--- src/rtl/led_display_package.sv ---
// Panel geometry and the row bit-plane type shared by the LED frame scheduler.
package led_display_package;
    localparam int NUM_ROWS     = 32;
    localparam int NUM_COLS     = 64;
    localparam int COLOUR_DEPTH = 8;

    // One bit-plane of a top/bottom row pair; each pixel is {r, g, b}.
    typedef struct packed {
        logic [NUM_COLS-1:0][2:0] top;
        logic [NUM_COLS-1:0][2:0] bot;
    } rgb_row_t;

    // Counter width able to hold the longest window, oe_unit << (depth-1).
    function automatic int oe_count_width(input int oe_unit, input int depth);
        return $clog2((oe_unit << (depth - 1)) + 1);
    endfunction
endpackage

--- src/rtl/led_display_oe_timer.sv ---
// Output-enable window: down-counter loaded on accept, busy while non-zero.
module led_display_oe_timer #(
    parameter int WIDTH = 10
) (
    input  logic             clk_in,
    input  logic             n_reset_in,
    input  logic             load_in,
    input  logic [WIDTH-1:0] load_value_in,
    output logic             busy_out
);
    logic [WIDTH-1:0] count_q, count_d;

    always_comb begin
        count_d = count_q;
        if (load_in) begin
            count_d = load_value_in;
        end else if (count_q != '0) begin
            count_d = count_q - WIDTH'(1);
        end
    end

    always_ff @(posedge clk_in or negedge n_reset_in) begin
        if (!n_reset_in) begin
            count_q <= '0;
        end else begin
            count_q <= count_d;
        end
    end

    assign busy_out = (count_q != '0);
endmodule

--- src/rtl/led_display_frame_scheduler.sv ---
// Scans frame RAM row-pair by bit-plane, hands each plane to the panel driver
// and times its binary-weighted output-enable window.
//
// state   | meaning
// IDLE    | stopped, waiting for enable_in
// FETCH   | 128 RAM reads (top/bottom per column) plus one capture cycle
// PRESENT | row_out valid, waiting for the driver to accept
// WAIT_OE | row fetched (or stop requested), waiting for the OE window to end
module led_display_frame_scheduler #(
    parameter int NUM_ROWS     = led_display_package::NUM_ROWS,
    parameter int NUM_COLS     = led_display_package::NUM_COLS,
    parameter int COLOUR_DEPTH = led_display_package::COLOUR_DEPTH,
    parameter int OE_UNIT      = 4
) (
    input  logic                                       clk_in,
    input  logic                                       n_reset_in,
    input  logic                                       enable_in,
    output logic                                       ram_enable_out,
    output logic [$clog2(NUM_ROWS)+$clog2(NUM_COLS)-1:0] ram_addr_out,
    input  logic [3*COLOUR_DEPTH-1:0]                  ram_data_in,
    output led_display_package::rgb_row_t              row_out,
    output logic                                       row_valid_out,
    input  logic                                       row_ready_in,
    output logic [$clog2(NUM_ROWS/2)-1:0]              row_address_out,
    output logic                                       oe_window_out,
    output logic                                       frame_done_out
);
    localparam int RA_W  = $clog2(NUM_ROWS / 2);
    localparam int PL_W  = $clog2(COLOUR_DEPTH);
    localparam int COL_W = $clog2(NUM_COLS);
    localparam int READS = 2 * NUM_COLS;
    localparam int CNT_W = $clog2(READS + 1);
    localparam int CAP_W = COL_W + 1;
    localparam int OE_W  = led_display_package::oe_count_width(OE_UNIT, COLOUR_DEPTH);

    localparam logic [OE_W-1:0] OE_BASE = OE_W'(OE_UNIT);
    localparam logic [RA_W-1:0] LAST_R  = RA_W'(NUM_ROWS / 2 - 1);
    localparam logic [PL_W-1:0] LAST_P  = PL_W'(COLOUR_DEPTH - 1);

    typedef enum logic [1:0] {IDLE, FETCH, PRESENT, WAIT_OE} state_t;

    state_t                        state_q, state_d;
    logic [CNT_W-1:0]              cnt_q, cnt_d;
    logic [RA_W-1:0]               r_q, r_d;
    logic [PL_W-1:0]               p_q, p_d;
    logic                          stop_q, stop_d;
    logic [RA_W-1:0]               row_addr_q, row_addr_d;
    logic                          frame_done_q, frame_done_d;
    led_display_package::rgb_row_t row_q, row_d;

    logic                          oe_load;
    logic [OE_W-1:0]               oe_load_val;
    logic                          oe_busy;
    logic [CAP_W-1:0]              cap_idx;
    logic [COL_W-1:0]              cap_col;
    logic [2:0]                    cap_pix;
    logic [COLOUR_DEPTH-1:0]       ch_r, ch_g, ch_b;

    // Read cnt_q returns its data while cnt_q+1 is being issued.
    assign cap_idx = cnt_q[COL_W:0] - CAP_W'(1);
    assign cap_col = cap_idx[COL_W:1];
    assign ch_r    = ram_data_in[3*COLOUR_DEPTH-1:2*COLOUR_DEPTH];
    assign ch_g    = ram_data_in[2*COLOUR_DEPTH-1:COLOUR_DEPTH];
    assign ch_b    = ram_data_in[COLOUR_DEPTH-1:0];
    assign cap_pix = {ch_r[p_q], ch_g[p_q], ch_b[p_q]};

    assign ram_enable_out  = (state_q == FETCH) && (cnt_q < CNT_W'(READS));
    assign ram_addr_out    = ram_enable_out ? {cnt_q[0], r_q, cnt_q[COL_W:1]} : '0;
    assign row_out         = row_q;
    assign row_valid_out   = (state_q == PRESENT);
    assign row_address_out = row_addr_q;
    assign frame_done_out  = frame_done_q;
    assign oe_window_out   = oe_busy;

    always_comb begin
        state_d      = state_q;
        cnt_d        = cnt_q;
        r_d          = r_q;
        p_d          = p_q;
        stop_d       = stop_q;
        row_addr_d   = row_addr_q;
        frame_done_d = 1'b0;
        row_d        = row_q;
        oe_load      = 1'b0;
        oe_load_val  = OE_BASE << p_q;
        unique case (state_q)
            IDLE: begin
                if (enable_in) begin
                    state_d = FETCH;
                    cnt_d   = '0;
                    r_d     = '0;
                    p_d     = '0;
                    stop_d  = 1'b0;
                end
            end
            FETCH: begin
                if (cnt_q != '0) begin
                    if (cap_idx[0]) row_d.bot[cap_col] = cap_pix;
                    else            row_d.top[cap_col] = cap_pix;
                end
                if (cnt_q == CNT_W'(READS)) begin
                    cnt_d   = '0;
                    state_d = oe_busy ? WAIT_OE : PRESENT;
                end else begin
                    cnt_d = cnt_q + CNT_W'(1);
                end
            end
            PRESENT: begin
                if (row_ready_in) begin
                    oe_load      = 1'b1;
                    row_addr_d   = r_q;
                    frame_done_d = (r_q == LAST_R) && (p_q == LAST_P);
                    if (enable_in) begin
                        state_d = FETCH;
                        if (p_q == LAST_P) begin
                            p_d = '0;
                            r_d = (r_q == LAST_R) ? '0 : r_q + RA_W'(1);
                        end else begin
                            p_d = p_q + PL_W'(1);
                        end
                    end else begin
                        // Stop after this window; the next run starts from the top.
                        state_d = WAIT_OE;
                        stop_d  = 1'b1;
                        r_d     = '0;
                        p_d     = '0;
                    end
                end
            end
            WAIT_OE: begin
                if (!oe_busy) state_d = stop_q ? IDLE : PRESENT;
            end
            default: state_d = IDLE;
        endcase
    end

    always_ff @(posedge clk_in or negedge n_reset_in) begin
        if (!n_reset_in) begin
            state_q      <= IDLE;
            cnt_q        <= '0;
            r_q          <= '0;
            p_q          <= '0;
            stop_q       <= 1'b0;
            row_addr_q   <= '0;
            frame_done_q <= 1'b0;
            row_q        <= '0;
        end else begin
            state_q      <= state_d;
            cnt_q        <= cnt_d;
            r_q          <= r_d;
            p_q          <= p_d;
            stop_q       <= stop_d;
            row_addr_q   <= row_addr_d;
            frame_done_q <= frame_done_d;
            row_q        <= row_d;
        end
    end

    led_display_oe_timer #(.WIDTH(OE_W)) u_oe_timer (
        .clk_in        (clk_in),
        .n_reset_in    (n_reset_in),
        .load_in       (oe_load),
        .load_value_in (oe_load_val),
        .busy_out      (oe_busy)
    );
endmodule

--- config.mk ---
export PLATFORM = sky130hd
export DESIGN_NAME = led_display_frame_scheduler
export DESIGN_NICKNAME = d
export VERILOG_FILES = /design/src/rtl/led_display_package.sv /design/src/rtl/led_display_oe_timer.sv /design/src/rtl/led_display_frame_scheduler.sv
export SDC_FILE = /design/constraint.sdc
export NUM_CORES = 1
export LEC_CHECK = 0
export ABC_CLOCK_PERIOD_IN_PS = 3100
export CORE_ASPECT_RATIO = 0.6
export CORE_MARGIN = 1.5
export CORE_UTILIZATION = 45
export DETAILED_ROUTE_END_ITERATION = 10
export PLACE_DENSITY = 0.76
export SLEW_MARGIN = 15
export SYNTH_ARGS = -nofsm -noshare
export SYNTH_HDL_FRONTEND = slang
export SYNTH_HIERARCHICAL = 1
export SYNTH_SLANG_ARGS = --single-unit
--- constraint.sdc ---
create_clock -name clk_in -period 3.1 [get_ports clk_in]
set_clock_uncertainty 0.15 [all_clocks]
set_input_delay 0.775 -clock clk_in [delete_from_list [all_inputs] [get_ports clk_in]]
set_output_delay 0.775 -clock clk_in [all_outputs]
set_load 0.02 [all_outputs]
==> results.txt <==
VDD sags by at most ~0.57 mV. The critical path runs through a total of 4 cells. The total via count in the routed design came out at about 12k. Traced cell by cell, the critical path runs through or4_4 -> nor3_4 -> inv_1 -> buf_2. The class of the tightest hold or removal check is in2async. The wire length per cell came out at around 23 um. In this run the mean area of a mapped cell was 13.58 um^2. Clock-pin slew was measured on the worst setup and hold paths at approximately 60 ps. The final setup TNS came out at 0 ps. Global routing finished with a remaining overflow of 0. The post-synthesis instance total came out at 1299. For the worst setup path, the data required time is roughly 2200 ps. Setup repair after global routing could not meet its margin everywhere.

The number of detailed-route iterations in the first pass is 6. Among all stages on the critical path, the largest delay is contributed by or4_4. The fmax is between 0.3 and 0.4 GHz. The sum of internal, switching and leakage power came out at ~27 mW. The number of flip-flops and latches in the synthesized netlist came out at around 420. The clock sink count is 417. The final count of pins violating max slew came out at 0. With fillers left out, the area of the finished cells amounts to roughly 24000 um^2. The number of antenna repair diodes is 0. The cell area after synthesis came out at roughly 18000 um^2. The area of the core came out at roughly 38000 um^2.

The clock tree from TritonCTS is done. No sink is reached through more buffers than the 3 on the longest clock path. The area of the multi-input gates is between 6000 and 7000 um^2. The die span in y came out at roughly 160 um. Once detailed placement completed, the half-perimeter wirelength came to 36.85 mm.

The cell class contributing the biggest share of worst-path delay is simple AND/OR/NAND/NOR gates. The number of buffers created by CTS is 40. The number of endpoints failing setup at the final stage is 0. For the pin with the worst max-slew slack, the measured transition is roughly 800 ps.

The row count is 55. The number of global-route vias before repair is about 13k. Summed over all cells, the static leakage comes to approximately 11 nW. The fraction of layout cells with a size suffix above 1 is a little under a third.

The number of warnings reported in the yosys synthesis log came out at 6. The worst setup path is of the reg2out kind. The pre-CTS worst setup slack came out at roughly 79 ps.

The run finished with clean final reports. The setup slack of the most critical reg-to-reg path came out at between 100 and 150 ps. The longest individual stage delay on the worst path came out at slightly above 600 ps. In the layout the commonest cells are clkdlybuf4s50_1, dfrtp_1, mux2_2, nand2_1, nor2_1. Across the run, the number of max-cap violations was 0. For this configuration, the core starts out at a cell density of about 46%.

The global routing usage summed across all routing layers is between 20% and 30%. The worst slew slack as a fraction of its limit is 45.10%. The total number of H-tree levels is 2. The largest total area in the synthesized netlist belongs to dfrtp_1. The launching element type of the critical path is a flip-flop. Data arrives at the worst endpoint at 2130 ps. The number of antenna violations at the first check in global routing is 1.

The worst register-to-register path has a depth of 6. The maximum fanout along the worst path is 4. The async set or reset register ratio after synthesis is 100.0%. In this run the cell area measured after placement is 22760 um^2. After clock tree synthesis, the flow added hold-fix buffers numbering 0.

The final weighted congestion of routability-driven global placement came out at between 0.8 and 0.9. The final net count came out at between 1.5k and 2k. The root buffer cell is clkbuf_16.

Ranked by total cell area, the synthesized netlist is headed by dfrtp_1, mux2_2, nand2_1. The remaining design rule violation count is 0. The average vias per placed instance is about 5.4. The most frequent standard cell in the layout excluding fill and tap cells is clkdlybuf4s50_1. The worst-case setup margin in the final layout is between 40 and 50 ps. The number of distinct library cell variants in the gate-level netlist after synthesis came out at between 70 and 80.

Dividing total power by cell area gives a power density of ~1100 nW/um^2. The largest net degree at the start of global routing came out at roughly 130. The count of endpoints failing hold in the final timing report came out at 0. The total area of sequential cells is between 10000 and 15000 um^2. The fraction of the yosys area taken by sequential cells came out at 59.16%. Among all flip-flop cells after synthesis, the most frequent one is dfrtp_1.

The wire length of the first global-routing pass came out at between 80 and 90 mm. The routed wire length came out at between 50 and 60 mm. After filler insertion, the fill cell instance count of the layout stands at approximately 2.9k. The total die area is slightly above 40000 um^2. The synthesized design contains 0 enable-type register cells. The area fraction of the dominant cell type after synthesis is about three fifths. The layout overhead on the synthesized area is 36.72%. The clock latency on the worst-skew pair is about 540 ps. The I/O pin count is 431. Counting both buffers and inverters, the worst setup path holds a total of 2. The die span in x came out at roughly 260 um. The violation count after the first detailed-routing iteration came out at between 600 and 700.

In this run the tool buffered the top-level ports with 430 buffer cells. The final critical path takes up ~99% of the cycle. The smallest clock period supported by the final layout is computed as between 3000 and 4000 ps. STA classifies the critical path endpoint as an output port.

The number of antenna-violating nets in the routed design came out at 0. The worst hold slack is roughly 43 ps.
synthesized netlist by cell type (all sizes together) (3+ instances only):
cell	instances
a21oi	15
a31oi	3
a32o	3
and2	16
buf	15
clkbuf	58
dfrtp	417
ha	10
inv	19
mux2	389
mux2i	4
mux4	6
nand2	104
nand2b	6
nand3	8
nand3b	3
nand4	5
nor2	90
nor2b	10
nor3	11
nor3b	3
nor4	5
o21ai	28
o21bai	3
o311a	4
o311ai	5
o31a	3
o31ai	5
or3	5
or3b	3
xnor2	7
metrics by stage:
| stage | cells | util (%) |
|---|---|---|
| floorplan | 1300 | - |
| global placement | 2212 | 59.69 |
| finish | 2289 | 63.26 |
| global route | 2289 | 63.26 |
| detailed placement | 2212 | 59.69 |
| CTS | 2283 | 63.07 |
layer usage:
| metal | part of all wire, % | global-route usage [%] | up-vias | wire length (um) |
|---|---|---|---|---|
| met5 | 0 | 0 | - | 0 |
| met4 | 2.5 | 7.268 | 0 | 1321 |
| met3 | 6.7 | 6.657 | 91 | 3512 |
| met2 | 46 | 39.54 | 372 | 24070 |
| li1 | - | - | 5461 | - |
| met1 | 45 | 36.72 | 6455 | 23840 |
path summary, 6_finish.rpt:
| check | startpoint | to |
|---|---|---|
| setup / recovery | u_oe_timer/count_q[6]$_DFFE_PN0P_ | oe_window_out |
| hold / removal | n_reset_in | row_out[81]$_DFFE_PN0P_ |
| hold reg to reg | row_out[195]$_DFFE_PN0P_ | row_out[195]$_DFFE_PN0P_ |
| setup reg to reg | cnt_q[1]$_DFFE_PN0P_ | row_out[70]$_DFFE_PN0P_ |
| max in group asynchronous | n_reset_in | row_out[11]$_DFFE_PN0P_ |
| min in group clk_in | row_out[195]$_DFFE_PN0P_ | row_out[195]$_DFFE_PN0P_ |
cells by family (layout without fill, tap and decap cells):
logic type	Yosys count	in the layout	synth area share [%]
flip-flops	417	417	59.16
multiplexers	399	399	25.83
AND/OR/NAND/NOR	278	278	7.597
AO/OA/AOI/OAI	93	93	4.065
buffers and inverters	92	568	2.171
adder cells (fa/ha/maj)	10	10	0.7094
XOR/XNOR	9	9	0.4469
other	1	2	0.02126
where the power goes:
group          internal (mW)  switching (mW)
registers               7.52            1.28
clock network           2.78            2.07
logic                   5.94            7.10
registers in the layout (all words and copies together), names as in the netlist:
signal and count:
p_q 3, cnt_q 8, frame_done_out 1, u_oe_timer/count_q 10, stop_q 1, row_address_out 4, row_out 384, state_q 2
r_q 4
what timing repair did:
action	4_1_cts	5_1_grt
resized for setup	15	3
setup buffers	0	6
pin swaps	0	2
setup endpoints to repair	10	20
layout make-up:
class                      instances  share of cell area, %
clock buffer                      60                  4.846
tap                              513                  2.662
sequential                       417                  43.28
multi-input combinational        791                  28.51
inverter                          19                 0.2957
clock inverter                    11                 0.4929
timing repair buffer             478                  19.92
Note: power is estimated with default switching activity, not from simulation.
